`src/rtl/wb_write_buffer_if.sv`:
```
// Write-back buffer bus: ALU and load result producers, register-file drain, forwarding lookup.
// The master modport belongs to the producer/consumer side; the slave modport belongs to the buffer.
`timescale 1ns/1ps
interface wb_write_buffer_if #(
    parameter int AW = 2
);
    logic        alu_valid;
    logic [4:0]  alu_rd;
    logic [63:0] alu_data;
    logic        alu_ready;
    logic        ld_valid;
    logic [4:0]  ld_rd;
    logic [63:0] ld_data;
    logic        ld_ready;
    logic [31:0] wr_en;
    logic [63:0] wr_data;
    logic [4:0]  fwd_rd;
    logic        fwd_hit;
    logic [63:0] fwd_data;
    logic [AW:0] count;

    modport master (
        output alu_valid, alu_rd, alu_data, ld_valid, ld_rd, ld_data, fwd_rd,
        input  alu_ready, ld_ready, wr_en, wr_data, fwd_hit, fwd_data, count
    );

    modport slave (
        input  alu_valid, alu_rd, alu_data, ld_valid, ld_rd, ld_data, fwd_rd,
        output alu_ready, ld_ready, wr_en, wr_data, fwd_hit, fwd_data, count
    );
endinterface

```
`src/rtl/wb_write_buffer.sv`:
```
// In-order write-back queue draining one result per cycle into the register file, with youngest-match forwarding.
// Latency: one cycle after transfer (same cycle into an empty buffer when WB_BYPASS_EN is defined).
// Backpressure: ready from registered count only; load wins the last free slot.
`timescale 1ns/1ps
module wb_write_buffer #(
    parameter int DEPTH = 4,
    parameter int AW    = 2
) (
    input  logic            clk,
    input  logic            reset_n,
    wb_write_buffer_if.slave bus
);
    localparam logic [4:0]  XZR     = 5'd31;
    localparam logic [AW:0] FULL    = (AW+1)'(DEPTH);
    localparam logic [AW:0] FULL_M1 = (AW+1)'(DEPTH - 1);

    logic [4:0]       rd_q   [DEPTH];
    logic [4:0]       rd_d   [DEPTH];
    logic [63:0]      data_q [DEPTH];
    logic [63:0]      data_d [DEPTH];
    logic [DEPTH-1:0] vld_q, vld_d;
    logic [AW-1:0]    head_q, head_d;
    logic [AW-1:0]    tail_q, tail_d;
    logic [AW:0]      count_q, count_d;

    logic          ld_xfer, alu_xfer;
    logic          ld_enq, alu_enq, deq;
    logic          byp_ld, byp_alu;
    logic [AW-1:0] alu_slot;
    logic [AW-1:0] fwd_idx;

    always_comb begin
        bus.ld_ready  = (count_q < FULL);
        bus.alu_ready = (count_q < FULL) && !(bus.ld_valid && (count_q == FULL_M1));
    end

    assign ld_xfer  = bus.ld_valid  && bus.ld_ready;
    assign alu_xfer = bus.alu_valid && bus.alu_ready;

`ifdef WB_BYPASS_EN
    // Only an empty buffer may bypass, so in-order retirement is preserved.
    assign byp_ld  = (count_q == '0) && ld_xfer && (bus.ld_rd != XZR);
    assign byp_alu = (count_q == '0) && alu_xfer && (bus.alu_rd != XZR) && !byp_ld;
`else
    assign byp_ld  = 1'b0;
    assign byp_alu = 1'b0;
`endif

    assign ld_enq   = ld_xfer  && (bus.ld_rd  != XZR) && !byp_ld;
    assign alu_enq  = alu_xfer && (bus.alu_rd != XZR) && !byp_alu;
    assign deq      = (count_q != '0);
    assign alu_slot = tail_q + AW'(ld_enq);

    always_comb begin
        rd_d    = rd_q;
        data_d  = data_q;
        vld_d   = vld_q;
        head_d  = head_q;
        tail_d  = tail_q + AW'(ld_enq) + AW'(alu_enq);
        count_d = count_q + (AW+1)'(ld_enq) + (AW+1)'(alu_enq) - (AW+1)'(deq);
        if (deq) begin
            vld_d[head_q] = 1'b0;
            head_d        = head_q + AW'(1);
        end
        if (ld_enq) begin
            rd_d[tail_q]   = bus.ld_rd;
            data_d[tail_q] = bus.ld_data;
            vld_d[tail_q]  = 1'b1;
        end
        if (alu_enq) begin
            rd_d[alu_slot]   = bus.alu_rd;
            data_d[alu_slot] = bus.alu_data;
            vld_d[alu_slot]  = 1'b1;
        end
    end

    always_comb begin
        bus.wr_en   = '0;
        bus.wr_data = '0;
        if (deq) begin
            bus.wr_en[rd_q[head_q]] = 1'b1;
            bus.wr_data             = data_q[head_q];
        end else if (byp_ld) begin
            bus.wr_en[bus.ld_rd] = 1'b1;
            bus.wr_data          = bus.ld_data;
        end else if (byp_alu) begin
            bus.wr_en[bus.alu_rd] = 1'b1;
            bus.wr_data           = bus.alu_data;
        end
    end

    // Walk oldest to youngest so the last match (youngest) overrides.
    always_comb begin
        bus.fwd_hit  = 1'b0;
        bus.fwd_data = '0;
        fwd_idx      = head_q;
        for (int i = 0; i < DEPTH; i++) begin
            fwd_idx = head_q + AW'(i);
            if (vld_q[fwd_idx] && (rd_q[fwd_idx] == bus.fwd_rd) && (bus.fwd_rd != XZR)) begin
                bus.fwd_hit  = 1'b1;
                bus.fwd_data = data_q[fwd_idx];
            end
        end
    end

    assign bus.count = count_q;

    always_ff @(posedge clk or negedge reset_n) begin
        if (!reset_n) begin
            vld_q   <= '0;
            head_q  <= '0;
            tail_q  <= '0;
            count_q <= '0;
            for (int i = 0; i < DEPTH; i++) begin
                rd_q[i]   <= '0;
                data_q[i] <= '0;
            end
        end else begin
            vld_q   <= vld_d;
            head_q  <= head_d;
            tail_q  <= tail_d;
            count_q <= count_d;
            rd_q    <= rd_d;
            data_q  <= data_d;
        end
    end

    assert property (@(posedge clk) disable iff (!reset_n) count_q <= FULL);
    assert property (@(posedge clk) disable iff (!reset_n) $onehot0(bus.wr_en));

endmodule

```
`src/flat_wrapper.sv`:
```
// flat-port wrapper written by rule: the top's interface ports become plain ports
module wb_write_buffer_flat 
#(
    parameter int DEPTH = 4,
    parameter int AW    = 2
)
  (clk, reset_n, bus_alu_valid, bus_alu_rd, bus_alu_data, bus_ld_valid, bus_ld_rd, bus_ld_data, bus_fwd_rd, bus_alu_ready, bus_ld_ready, bus_wr_en, bus_wr_data, bus_fwd_hit, bus_fwd_data, bus_count);
  wb_write_buffer_if #(.AW(AW)) bus_i ();
  input  logic clk;
  input  logic reset_n;
  input wire logic [$bits(bus_i.alu_valid)-1:0] bus_alu_valid;
  input wire logic [$bits(bus_i.alu_rd)-1:0] bus_alu_rd;
  input wire logic [$bits(bus_i.alu_data)-1:0] bus_alu_data;
  input wire logic [$bits(bus_i.ld_valid)-1:0] bus_ld_valid;
  input wire logic [$bits(bus_i.ld_rd)-1:0] bus_ld_rd;
  input wire logic [$bits(bus_i.ld_data)-1:0] bus_ld_data;
  input wire logic [$bits(bus_i.fwd_rd)-1:0] bus_fwd_rd;
  output wire logic [$bits(bus_i.alu_ready)-1:0] bus_alu_ready;
  output wire logic [$bits(bus_i.ld_ready)-1:0] bus_ld_ready;
  output wire logic [$bits(bus_i.wr_en)-1:0] bus_wr_en;
  output wire logic [$bits(bus_i.wr_data)-1:0] bus_wr_data;
  output wire logic [$bits(bus_i.fwd_hit)-1:0] bus_fwd_hit;
  output wire logic [$bits(bus_i.fwd_data)-1:0] bus_fwd_data;
  output wire logic [$bits(bus_i.count)-1:0] bus_count;
  assign bus_i.alu_valid = bus_alu_valid;
  assign bus_i.alu_rd = bus_alu_rd;
  assign bus_i.alu_data = bus_alu_data;
  assign bus_i.ld_valid = bus_ld_valid;
  assign bus_i.ld_rd = bus_ld_rd;
  assign bus_i.ld_data = bus_ld_data;
  assign bus_i.fwd_rd = bus_fwd_rd;
  assign bus_alu_ready = bus_i.alu_ready;
  assign bus_ld_ready = bus_i.ld_ready;
  assign bus_wr_en = bus_i.wr_en;
  assign bus_wr_data = bus_i.wr_data;
  assign bus_fwd_hit = bus_i.fwd_hit;
  assign bus_fwd_data = bus_i.fwd_data;
  assign bus_count = bus_i.count;
  wb_write_buffer #(.DEPTH(DEPTH), .AW(AW)) u_core (.clk(clk), .reset_n(reset_n), .bus(bus_i));
endmodule
```
`config.mk`:
```
export PLATFORM = sky130hd
export DESIGN_NAME = wb_write_buffer_flat
export DESIGN_NICKNAME = d
export VERILOG_FILES = /design/src/rtl/wb_write_buffer_if.sv /design/src/rtl/wb_write_buffer.sv /design/src/flat_wrapper.sv
export SDC_FILE = /design/constraint.sdc
export NUM_CORES = 1
export LEC_CHECK = 0
export CAP_MARGIN = 40
export CORE_MARGIN = 2
export CORE_UTILIZATION = 46
export DETAILED_ROUTE_END_ITERATION = 7
export PLACE_DENSITY = 0.69
export SLEW_MARGIN = 5
export SYNTH_ARGS = -nofsm -noshare
export SYNTH_HDL_FRONTEND = slang
export SYNTH_SLANG_ARGS = --single-unit
```
`constraint.sdc`:
```
create_clock -name clk -period 5.63 [get_ports clk]
set_input_delay 1.126 -clock clk [delete_from_list [all_inputs] [get_ports clk]]
set_output_delay 1.126 -clock clk [all_outputs]
set_load 0.01 [all_outputs]
```
# Word-level counts from Yosys, hierarchy flattened
# Index checks and enable logic that the tools add are counted.
# word_totals
register_bits	287
output_inout_bits	166
word_cells	149
# classes
addsub	8
order_cmp	20
reduce_logical	22
n_bitwise	10
mux	69
eq_ne	8
# ops
cell	count
$mux 64	15
$bmux 64 s2	4
$bwmux 256	2
$mux 256	2
$demux 64 s2	2
$mux 5	10
$bmux 5 s2	4
$bwmux 20	2
$mux 20	2
$mux 32	1
$demux 5 s2	2
$eq 5x5->1	4
$logic_and 1x1->1	20
$ge 3x3->1 const B	6
$lt 2x3->1 const B	6
$not 2->3	6
$ne 5x5->1 const B	3
$mux 1	12
$mux 4	3
$bmux 1 s2	4
$or 4x4->4	2
$add 3x1->3	2
$demux 1 s2	3
$ge 2x1->1 const B	3
other kinds (14)	17

# Longest topological paths before layout
# Gate-level depths: netlist of the first run.
# depth
ltp_word	11
depth_mapped	13

# Worst setup path before layout of the first run
# No wires, ideal clock.
# synth_timing
kind	input to output
start	input port bus_fwd_rd[1]
end	output port bus_fwd_data[24]
t_arrival_ns	3.068
t_required_ns	4.504
setup_slack_ns	1.436
cell_stages	9
path_cell_list	clkbuf_1 and4_4 a221oi_1 or4b_4 a21oi_2 buf_4 buf_2 nand2_1 o221ai_1
# synth_between
elab_chain_len	7
elab_cells_between_ends	17
# synth_rtl
item	line_no	rtl
from (decl)	flat_wrapper.sv:17	input wire logic [$bits(bus_i.fwd_rd)-1:0] bus_fwd_rd;
$eq 5x5->1	wb_write_buffer.sv:99	if (vld_q[fwd_idx] && (rd_q[fwd_idx] == bus.fwd_rd) && (bus.fwd_rd != XZR)) begin
$logic_and 1x1->1 (2 in series)	wb_write_buffer.sv:99	
$mux 64 (3 in series)	wb_write_buffer.sv:99	
$mux 64 (*)	wb_write_buffer.sv:99	
to (decl)	flat_wrapper.sv:23	output wire logic [$bits(bus_i.fwd_data)-1:0] bus_fwd_data;
# Every way passes the cells marked *; elsewhere a longest branch is shown, timed or not.

# Worst setup path in the final report of the first run
# layout_timing
start	register u_core.head_q[0]
end	output port bus_fwd_data[52]
# layout_between
elab_cells_between_ends	55
# layout_lines
item	line_no	rtl
from (decl)	wb_write_buffer.sv:22	logic [AW-1:0] head_q, head_d;
from (signal assigned)	wb_write_buffer.sv:111	head_q <= '0;
from (signal assigned)	wb_write_buffer.sv:120	head_q <= head_d;
$add 2x2->2 (*)	wb_write_buffer.sv:98	fwd_idx = head_q + AW'(i);
via u_core.fwd_idx[0]	wb_write_buffer.sv:30	logic [AW-1:0] fwd_idx;
$not 2->3 (implied by the code)	wb_write_buffer.sv:99, wb_write_buffer.sv:101	
$bmux 5 s2	wb_write_buffer.sv:99	
$mux 5 (implied by the code) (2 in series)	wb_write_buffer.sv:99	
$eq 5x5->1	wb_write_buffer.sv:99	
$logic_and 1x1->1 (2 in series)	wb_write_buffer.sv:99	
$mux 64 (*)	wb_write_buffer.sv:99	
# The timed path passes the listed nets; every way through them passes the cells marked *. The select of a mux whose other input is x is not followed.

==> reports/metrics.cfg, run 1 <==
[synthesis]
synth_edf_count = 0
synth_cells = 2157
netlist_area_sq_mm = 0.02301
synth_fp_nets = 2313
yosysTopAreaCellShare_pct = 31.21
async_reset_ff_share_pct = 100.0
ys_types = 44
netlist_top_cells_area = dfrtp_1 (31%), mux4_2 (27%), mux2i_1 (12%), nand2_1 (4.3%), a21oi_1 (3.1%)
synth.avg_cell_area_sq_um = 10.67
ys_ff_latch = 287
synth-main-ff-cell = dfrtp_1
yosysSeqAreaShare_pct = 31.21
yosys_warnings = 0
yosysTopAreaCell = dfrtp_1

[cts]
clkLatencyLatePin_ns = 0.55
root_buffer = clkbuf_16
path_clk_slew_ns = 0.06
clock_sinks = 287
cts_tree = built
cts_buffers = 36
hold_buffers = 0
cts-root-to-sink-buffers = 3
htree_levels = 2

[power]
p_sw_mw = 8.134
p_per_area_mw_per_mm2 = 698.0
combPwrFrac_pct = 65.2
power_frac_clock_pct = 11.9
finalPower_mw = 19.54
irDropWorstVdd_uv = 590.1
switching_share_pct = 41.62
intPower_mw = 11.41
seqPwrFrac_pct = 22.9
power.leakage_nw = 10.10

[timing]
tightest_slew_ns = 1.018
fin_crit_sh_pct = 97.14
maxSlewHeadroom_pct = 32.12
finalSetupTns_ns = 0
setup_viol = 0
slew_violations = 0
rsz0062_at_grt = false
hold_viol_final = 0
setup_ws_ns = 0.1610
fmax_ghz = 0.1828
period_needed_ns = 5.469
worst_clock_skew_ns = 0.01169

[die]
die_height_microns = 227.7
ios = 313
rows = 81
initial_core_util_pct = 46.82
die-area_sq_mm = 0.05183
coreArea_sq_mm = 0.04915
die_x_microns = 227.7

[layout]
fin_nets = 2493
drive_above_1_share_pct = 17.30
final_util_pct = 56.95
area_growth_pct = 21.64

[global_routing]
grt_pass1_vias = 19700
grt_max_degree = 149
grt_pass1_wl_microns = 116100
overflow = 0
met1_usage_pct = 38.30
grtUsageMet3_pct = 6.209
busiest_layer = met2
antenna_found_initial = 7
globalRouteTotalUtil_pct = 29.15
gr-usage-met2_pct = 47.74

[drt]
vias = 20130
drt-vias-per-instance = 6.649
ant_nets = 0
totalWireLength_microns = 76540
routedWlPerCell_microns = 25.28
dr.pass1.iters = 7
drt-initial-drc-count = 2141
drc = 0

[worst_setup_path]
cp_max_fo = 36
cp-start-kind = flop
cp-end-kind = primary output
required_ns = 4.50
critical_path_class = flop to primary output
arrival_ns = 4.34

[run]
maxCapViolCount = 0

[placed_design]
gp_routability_congestion = 0.8840
dp_hpwl_microns = 45070
port_buffers = 312
post-place-ws_ns = 0.3630

[status]
outcome = finished clean

[hold_path]
holdCritPathClass = primary input to asynchronous set/reset pin

cells in the final DEF (no fill, tap or decap), drive strengths merged, types with 3 or more instances in the layout:
cell type	Yosys	layout
nand2	265	265
nand4	3	3
mux4	277	277
and3	3	3
buf	98	51
a21oi	143	143
nor3b	64	64
nand2b	3	3
a31oi	64	64
nand3	13	13
or3	3	3
a211o	3	3
o221ai	47	47
nand4b	16	16
clkbuf	123	54
dfrtp	287	287
diode	0	5
xnor2	25	25
o211ai	19	19
and2	65	65
mux2i	281	281
inv	10	13
clkdlybuf4s50	0	310
nor3	5	5
o21ai	140	140
ha	7	7
clkinv	1	3
nor2	177	177
per-stage QoR:
| step | std cells | cell area [sq um] | hold slack (ns) |
|---|---|---|---|
| 5_1_grt | 3025 | 27990 | 0.6219 |
| 4_1_cts | 3018 | 27900 | 0.5922 |
| 3_5_place_dp | 2958 | 26730 | 0.5613 |
| 6_report | 3028 | 27990 | 0.5578 |
| 2_1_floorplan | 2157 | 23010 | 0.5094 |
| 3_3_place_gp | 2957 | 26700 | 0.5601 |
registers in the layout, indices dropped and copies added, names as in the netlist:
register and count:
u_core.vld_q 4, u_core.data_q 256, u_core.rd_q 20, u_core.bus.count 3, u_core.tail_q 2, u_core.head_q 2
worst max-delay path: stages (launching register included):
cell	delay, ns
dfrtp_4	0.50
inv_1	0.14
ha_4	0.41
mux4_2	0.57
xnor2_2	0.22
nand4_4	0.13
buf_6	0.24
buf_16	0.24
nor3b_1	0.23
a31oi_1	0.07
o211ai_1	0.38
clkdlybuf4s50_1	0.62
power groups by stage:
stage                     sequential, mW  combinational [mW]  clock [mW]
after floorplan                     3.97                8.88           0
after global placement              4.26                12.3           0
after detailed placement            4.40                12.5           0
after CTS                           4.39                12.6        2.37
after global routing                4.62                13.6        2.46
final                               4.47                12.7        2.33
cells by family after synthesis:
group | after synthesis | synth area share (%)
multiplexers | 560 | 39.43
flip-flops | 287 | 31.21
buffers and inverters | 232 | 4.507
AO/OA/AOI/OAI | 419 | 10.56
AND/OR/NAND/NOR | 624 | 12.72
XOR/XNOR | 26 | 1.022
adder cells (fa/ha/maj) | 9 | 0.5545
routing by layer:
layer  part of all wire, %  vias to the layer above
li1                      -                     8558
met3                   9.1                      196
met4                   3.3                       10
met1                    39                    10200
met2                    48                     1169
met5                 0.080                        -
synth_stat cells (3+ instances only):
cell type  count
and2_1        65
nand3_1       13
and3_1         3
buf_4         12
mux4_2       277
a21oi_1      141
a31oi_1       64
a211o_1        3
mux2i_1      281
dfrtp_1      287
buf_2         49
nand2b_1       3
xnor2_1       24
o211ai_1      19
nand4b_1      16
nand2_1      265
ha_1           7
nor2_1       176
o221ai_1      47
clkbuf_1     123
or3_1          3
o21ai_0      140
inv_1         10
nor3_1         5
buf_6          8
buf_1         29
nor3b_1       64
cell type report:
class | count | area (sq um)
well taps | 664 | 830.8
fillers | 4062 | 21160
repair buffers | 363 | 3832
inverters | 11 | 41.29
clock inverters | 7 | 96.34
clock buffers | 53 | 1066
flip-flops and latches | 287 | 7189
diodes | 5 | 12.51
multi-input cells | 1638 | 14930
what timing repair did:
item | in CTS | in global routing
cloned | 0 | 1
gates resized for setup | 1 | 6
buffers inserted | 0 | 4
pin swaps | 0 | 2
endpoints found under the setup margin | 1 | 35
path summary, 6_finish.rpt:
kind,startpoint,to,slack (ns),cells past startpoint
setup / recovery,u_core.head_q[0],bus_fwd_data[52],0.16,11
hold / removal,reset_n,u_core.rd_q[15],0.56,1
setup reg to reg,u_core.bus.count[1],u_core.bus.count[2],2.37,8
hold reg to reg,u_core.vld_q[2],u_core.vld_q[2],0.61,1
max in group asynchronous,reset_n,u_core.data_q[169],3.71,2
min in group clk,u_core.vld_q[2],u_core.vld_q[2],0.61,1
Power figures use the tool's default switching activity.
==> run 2, diff against run 1 <==
- RECOVER_POWER: default -> 50
==> run 2 against run 1 <==
The flow now finishes with violations (max-capacitance violations, max-slew violations). Via count decreased by 0.17%. Hold slack gained 0.041 ns. Die area unchanged. Final area fell by 0.30%. Non-clock buffer count unchanged. Register-to-register slack lost 0.94 ns. Clock skew decreased by 0.0032 ns. Global-route usage did not move. Critical path depth did not move. Highest routed layer unchanged.
==> reports/metrics.cfg, run 2 (synthesis results as in run 1) <==
[cts]
cts_buffers = 36  ; unchanged
cts-root-to-sink-buffers = 3  ; unchanged
clkLatencyLatePin_ns = 0.55  ; about the same
path_clk_slew_ns = 0.06  ; about the same
clock_sinks = 287  ; unchanged
hold_buffers = 0  ; unchanged
root_buffer = clkbuf_16
htree_levels = 2  ; unchanged
cts_tree = built

[drt]
vias = 20100  ; -0.17%
dr.pass1.iters = 6  ; -1
drc = 0  ; unchanged
ant_nets = 0  ; unchanged
totalWireLength_microns = 76480  ; about the same
drt-initial-drc-count = 2146  ; +0.23%
routedWlPerCell_microns = 25.26  ; about the same
drt-vias-per-instance = 6.638  ; -0.17%

[status]
violations = max-capacitance violations, max-slew violations
outcome = finished, violations left

[hold_path]
holdCritPathClass = flop to flop

[die]
initial_core_util_pct = 46.82  ; unchanged
die_height_microns = 227.7  ; unchanged
ios = 313  ; unchanged
die-area_sq_mm = 0.05183  ; unchanged
coreArea_sq_mm = 0.04915  ; unchanged
die_x_microns = 227.7  ; unchanged
rows = 81  ; unchanged

[worst_setup_path]
critical_path_class = flop to primary output
cp_max_fo = 36  ; unchanged
arrival_ns = 4.34  ; about the same
worstSetupEndpoint = bus_fwd_data[52]
r2r-start = u_core.bus.count[2]
worstSetupStartpoint = u_core.head_q[0]
r2r_slack_ns = 1.43  ; -0.94 ns
cp-end-kind = primary output
cp-start-kind = flop
r2r-end = u_core.data_q[28]
r2r_cells = 8  ; unchanged
required_ns = 4.50  ; about the same

[layout]
layout_commonest_cell = clkdlybuf4s50_1
layoutNonFillerInstCount = 3028  ; unchanged
area_growth_pct = 21.27
top_register = u_core.data_q
largest_register_ffs = 256  ; unchanged
fin_nets = 2493  ; unchanged
reg_top3 = u_core.data_q (256), u_core.rd_q (20), u_core.vld_q (4)
final_cell_mix = clkdlybuf4s50_1 (305), dfrtp_1 (285), mux2i_1 (281)
drive_above_1_share_pct = 17.13  ; -0.17 points

[timing]
slew_violations = 625  ; +625
fin_crit_sh_pct = 97.14  ; about the same
rsz0062_at_grt = false
period_needed_ns = 5.469  ; +0.00001600 ns
fmax_ghz = 0.1828  ; about the same
tightest_slew_ns = 2.845  ; +1.827 ns
maxSlewHeadroom_pct = -89.68  ; -120 points
worst_clock_skew_ns = 0.008524  ; -0.003166 ns
finalSetupTns_ns = 0  ; unchanged
hold_viol_final = 0  ; unchanged
setup_viol = 0  ; unchanged

[run]
maxCapViolCount = 7  ; +7

[power]
irDropWorstVdd_uv = 593.2  ; +0.53%
power.leakage_nw = 10.08  ; -0.21%
p_per_area_mw_per_mm2 = 700.3  ; +0.33%

[global_routing]
grt_pass1_vias = 19700  ; unchanged
overflow = 0  ; unchanged
grt_pass1_wl_microns = 116100  ; unchanged
antenna_found_initial = 7  ; unchanged
grt_max_degree = 149  ; unchanged
globalRouteTotalUtil_pct = 29.15  ; unchanged

[placed_design]
gp_routability_congestion = 0.8840  ; unchanged
dp_hpwl_microns = 45070  ; unchanged
port_buffers = 312  ; unchanged
placedCellCount = 2958  ; unchanged

run 2: how the worst min path moves through the flow:
stage	from	cells past startpoint	endpoint
floorplan	u_core.vld_q[3]	2	u_core.vld_q[3]
global placement	u_core.vld_q[2]	1	u_core.vld_q[2]
detailed placement	u_core.vld_q[2]	1	u_core.vld_q[2]
CTS	u_core.vld_q[2]	1	u_core.vld_q[2]
global route	u_core.vld_q[2]	1	u_core.vld_q[2]
finish	u_core.vld_q[2]	1	u_core.vld_q[2]
run 2: metrics by stage:
stage / hold slack, ns / setup WS (ns) / utilization [%] / power [mW] / instance area [sq um]
floorplan: 0.5094 / 1.436 / - / 12.85 / 23010
global placement: 0.5601 / 0.4057 / 54.32 / 16.56 / 26700
detailed placement: 0.5613 / 0.3630 / 54.38 / 16.95 / 26730
CTS: 0.5922 / 0.01274 / 56.76 / 19.37 / 27900
global route: 0.6219 / 0.02951 / 56.76 / 20.64 / 27900
finish: 0.5984 / 0.1609 / 56.78 / 19.55 / 27910
run 2: per-layer routing:
| layer | up-vias | track usage (%) | routed length, microns |
|---|---|---|---|
| met3 | 186 | 6.209 | 6876 |
| li1 | 8558 | - | - |
| met1 | 10200 | 38.30 | 29980 |
| met5 | - | 0 | 61 |
| met4 | 10 | 11.01 | 2447 |
| met2 | 1141 | 47.74 | 37110 |
run 2: cell type report:
cell class | count | area (sq um)
antenna | 5 | 12.51
sequential | 287 | 7189
inverter | 11 | 41.29
tap | 664 | 830.8
fill | 4074 | 21240
clock inverter | 7 | 96.34
timing repair buffer | 363 | 3772
multi-input combinational | 1638 | 14900
clock buffer | 53 | 1066
run 2: repair_timing:
item / 4_1_cts / 5_1_grt
setup buffers: 0 / 4
endpoints found under the setup margin: 1 / 35
cloned: 0 / 1
gates resized for setup: 1 / 6
pin swaps: 0 / 2
run 2: power by group:
group / internal (mW) / leakage (nW) / switching [mW]
registers: 3.14 / 3.40 / 1.33
logic: 6.88 / 6.10 / 5.86
clock network: 1.40 / 0.572 / 0.935
run 2: worst max-delay path: stages (launching register included):
cell and delay [ns]:
dfrtp_4 0.50, inv_1 0.15, ha_4 0.42, mux4_2 0.57, xnor2_2 0.22, nand4_4 0.13
buf_6 0.24, buf_16 0.25, nor3b_1 0.23, a31oi_1 0.07, o211ai_1 0.38, clkdlybuf4s50_1 0.62
==> run 3, diff against run 2 <==
- MAX_ROUTING_LAYER: default -> met4
==> run 3 against run 2 <==
The flow still finishes with violations (max-capacitance violations, max-slew violations). Sequential power hardly changed. Global-route usage is 0.96 points higher. Critical path depth is the same. Core utilization about the same. Combinational power is essentially flat. Power about the same. Fmax up 0.32%. Non-clock buffer count is the same. Register-to-register slack got worse by 0.02 ns. Clock power about the same. Sequential cell count unchanged. Largest cell class unchanged.
==> reports/metrics.cfg, run 3 (synthesis results as in run 1) <==
[status]
outcome = finished, violations left
violations = max-capacitance violations, max-slew violations

[cts]
cts-root-to-sink-buffers = 3  ; unchanged
clock_sinks = 287  ; unchanged
cts_buffers = 36  ; unchanged
clkLatencyLatePin_ns = 0.55  ; about the same
root_buffer = clkbuf_16
path_clk_slew_ns = 0.06  ; about the same
cts_tree = built
htree_levels = 2  ; unchanged

[placed_design]
dp_hpwl_microns = 45070  ; unchanged
gp_routability_congestion = 0.8987  ; +1.7%
port_buffers = 312  ; unchanged

[worst_setup_path]
cp_max_fo = 36  ; unchanged
r2r_cells = 8  ; unchanged
cp-start-kind = flop
crit_chain = inv_1 > ha_4 > mux4_2 > xnor2_2 > nand4_4 > buf_6 > buf_16 > nor3b_1 > a31oi_1 > o211ai_1 > clkdlybuf4s50_1
cp-end-kind = primary output
crit_path_max_incr_delay_ns = 0.62  ; about the same
worstSetupStartpoint = u_core.head_q[0]
arrival_ns = 4.33  ; about the same
required_ns = 4.50  ; about the same
cp_slowest_cell = clkdlybuf4s50_1
critical_path_class = flop to primary output
r2r-start = u_core.bus.count[2]

[die]
die_height_microns = 227.7  ; unchanged
die-area_sq_mm = 0.05183  ; unchanged
initial_core_util_pct = 46.82  ; unchanged
coreArea_sq_mm = 0.04915  ; unchanged
ios = 313  ; unchanged
die_x_microns = 227.7  ; unchanged
rows = 81  ; unchanged

[drt]
routedWlPerCell_microns = 25.26  ; about the same
totalWireLength_microns = 76610  ; +0.17%
drt-initial-drc-count = 2264  ; +5.5%
ant_nets = 0  ; unchanged
drc = 0  ; unchanged
dr.pass1.iters = 6  ; unchanged
vias = 20030  ; -0.33%
drt-vias-per-instance = 6.605  ; -0.50%

[timing]
setup_viol = 0  ; unchanged
hold_viol_final = 0  ; unchanged
tightest_slew_ns = 2.899  ; +0.05381 ns
worst_clock_skew_ns = 0.009260  ; +0.0007356 ns
period_needed_ns = 5.452  ; -0.01733 ns
rsz0062_at_grt = false
fmax_ghz = 0.1834  ; +0.32%
finalSetupTns_ns = 0  ; unchanged
slew_violations = 625  ; unchanged
maxSlewHeadroom_pct = -93.26  ; -3.6 points
fin_crit_sh_pct = 96.83  ; -0.31 points

[global_routing]
overflow = 0  ; unchanged
grt_pass1_wl_microns = 116300  ; +0.14%
grt_max_degree = 149  ; unchanged
grt_pass1_vias = 19660  ; -0.20%
globalRouteTotalUtil_pct = 30.11  ; +0.96 points
antenna_found_initial = 7  ; unchanged

[layout]
top_register = u_core.data_q
final_cell_mix = clkdlybuf4s50_1 (305), dfrtp_1 (285), mux2i_1 (281)
reg_top3 = u_core.data_q (256), u_core.rd_q (20), u_core.vld_q (4)
area_growth_pct = 21.33  ; about the same
fin_nets = 2493  ; unchanged
largest_register_ffs = 256  ; unchanged
drive_above_1_share_pct = 17.13  ; unchanged
fillers = 4071  ; -0.074%
layout_commonest_cell = clkdlybuf4s50_1

[power]
p_sw_mw = 8.131  ; about the same
switching_share_pct = 41.59  ; about the same
intPower_mw = 11.42  ; unchanged
finalPower_mw = 19.55  ; about the same
seqPwrFrac_pct = 22.9  ; about the same
combPwrFrac_pct = 65.2  ; about the same
irDropWorstVdd_uv = 582.4  ; -1.8%
power_frac_clock_pct = 11.9  ; about the same
p_per_area_mw_per_mm2 = 700.1  ; about the same
power.leakage_nw = 10.08  ; about the same

[hold_path]
worstHoldStart = u_core.vld_q[2]
hold_path_depth = 1  ; unchanged
holdCritPathClass = flop to flop

[run]
maxCapViolCount = 7  ; unchanged

==> run 3: cell types whose count changed in the layout (fill, tap and decap cells not counted), sizes merged <==
cell	change
diode	+5
==> run 3: metrics by stage <==
step / std cells / setup slack, ns / utilization [%] / hold WS, ns / instance area [sq um]
2_1_floorplan: 2157 / 1.436 / - / 0.5094 / 23010
3_3_place_gp: 2957 / 0.4057 / 54.32 / 0.5601 / 26700
3_5_place_dp: 2958 / 0.3630 / 54.38 / 0.5613 / 26730
4_1_cts: 3018 / 0.01274 / 56.76 / 0.5922 / 27900
5_1_grt: 3030 / 0.03030 / 56.79 / 0.6221 / 27910
6_report: 3033 / 0.1783 / 56.81 / 0.6125 / 27920
==> run 3: worst max-delay path, delay by kind of cell, from the launching register on <==
| kind | cells | cell delay (ns) |
|---|---|---|
| buf+inv | 4 | 1.25 |
| mux | 1 | 0.57 |
| fa+ha+maj | 1 | 0.41 |
| simple gates | 2 | 0.36 |
| flops | 1 | 0.50 |
| xor+xnor | 1 | 0.23 |
| compound gates | 2 | 0.44 |
==> run 3: path summary, 6_finish.rpt <==
path	endpoint	slack, ns
max in group asynchronous	u_core.data_q[147]	1.00
worst max register to register	u_core.data_q[29]	1.41
worst min-delay path	u_core.vld_q[2]	0.61
min in group asynchronous	u_core.data_q[127]	1.30
worst max-delay path	bus_fwd_data[52]	0.18
worst min register to register	u_core.vld_q[2]	0.61
==> run 3: final cells by class <==
cell class                 instances  area [sq um]  area share (%)
clock buffer                      53          1066           3.818
multi-input combinational       1638         14900           53.37
antenna                           10         25.02         0.08962
clock inverter                     7         96.34          0.3450
sequential                       287          7189           25.75
inverter                          11         41.29          0.1479
tap                              664         830.8           2.975
timing repair buffer             363          3772           13.51
==> run 3: what timing repair did <==
| item | 4_1_cts | 5_1_grt |
|---|---|---|
| setup buffers | 0 | 4 |
| resized for setup | 1 | 6 |
| pin swaps | 0 | 2 |
| endpoints found under the hold margin | 0 | 0 |
| endpoints found under the setup margin | 1 | 36 |
| gates cloned | 0 | 1 |
| hold buffers | 0 | 0 |
==> run 3: per-layer routing <==
layer  track usage [%]  routed length (microns)  vias to the layer above
met5                 -                        0                        -
met4             10.94                     2592                        0
met3             6.132                     6875                      186
met2             47.66                    37030                     1134
met1             38.62                    30110                    10140
li1                  -                        -                     8569
==> run 3: power groups by stage <==
stage / Sequential [mW] / Clock, mW / Combinational (mW)
final: 4.48 / 2.33 / 12.7
after global routing: 4.63 / 2.46 / 13.6
after CTS: 4.39 / 2.37 / 12.6
after detailed placement: 4.40 / 0 / 12.5
after global placement: 4.26 / 0 / 12.3
after floorplan: 3.97 / 0 / 8.88
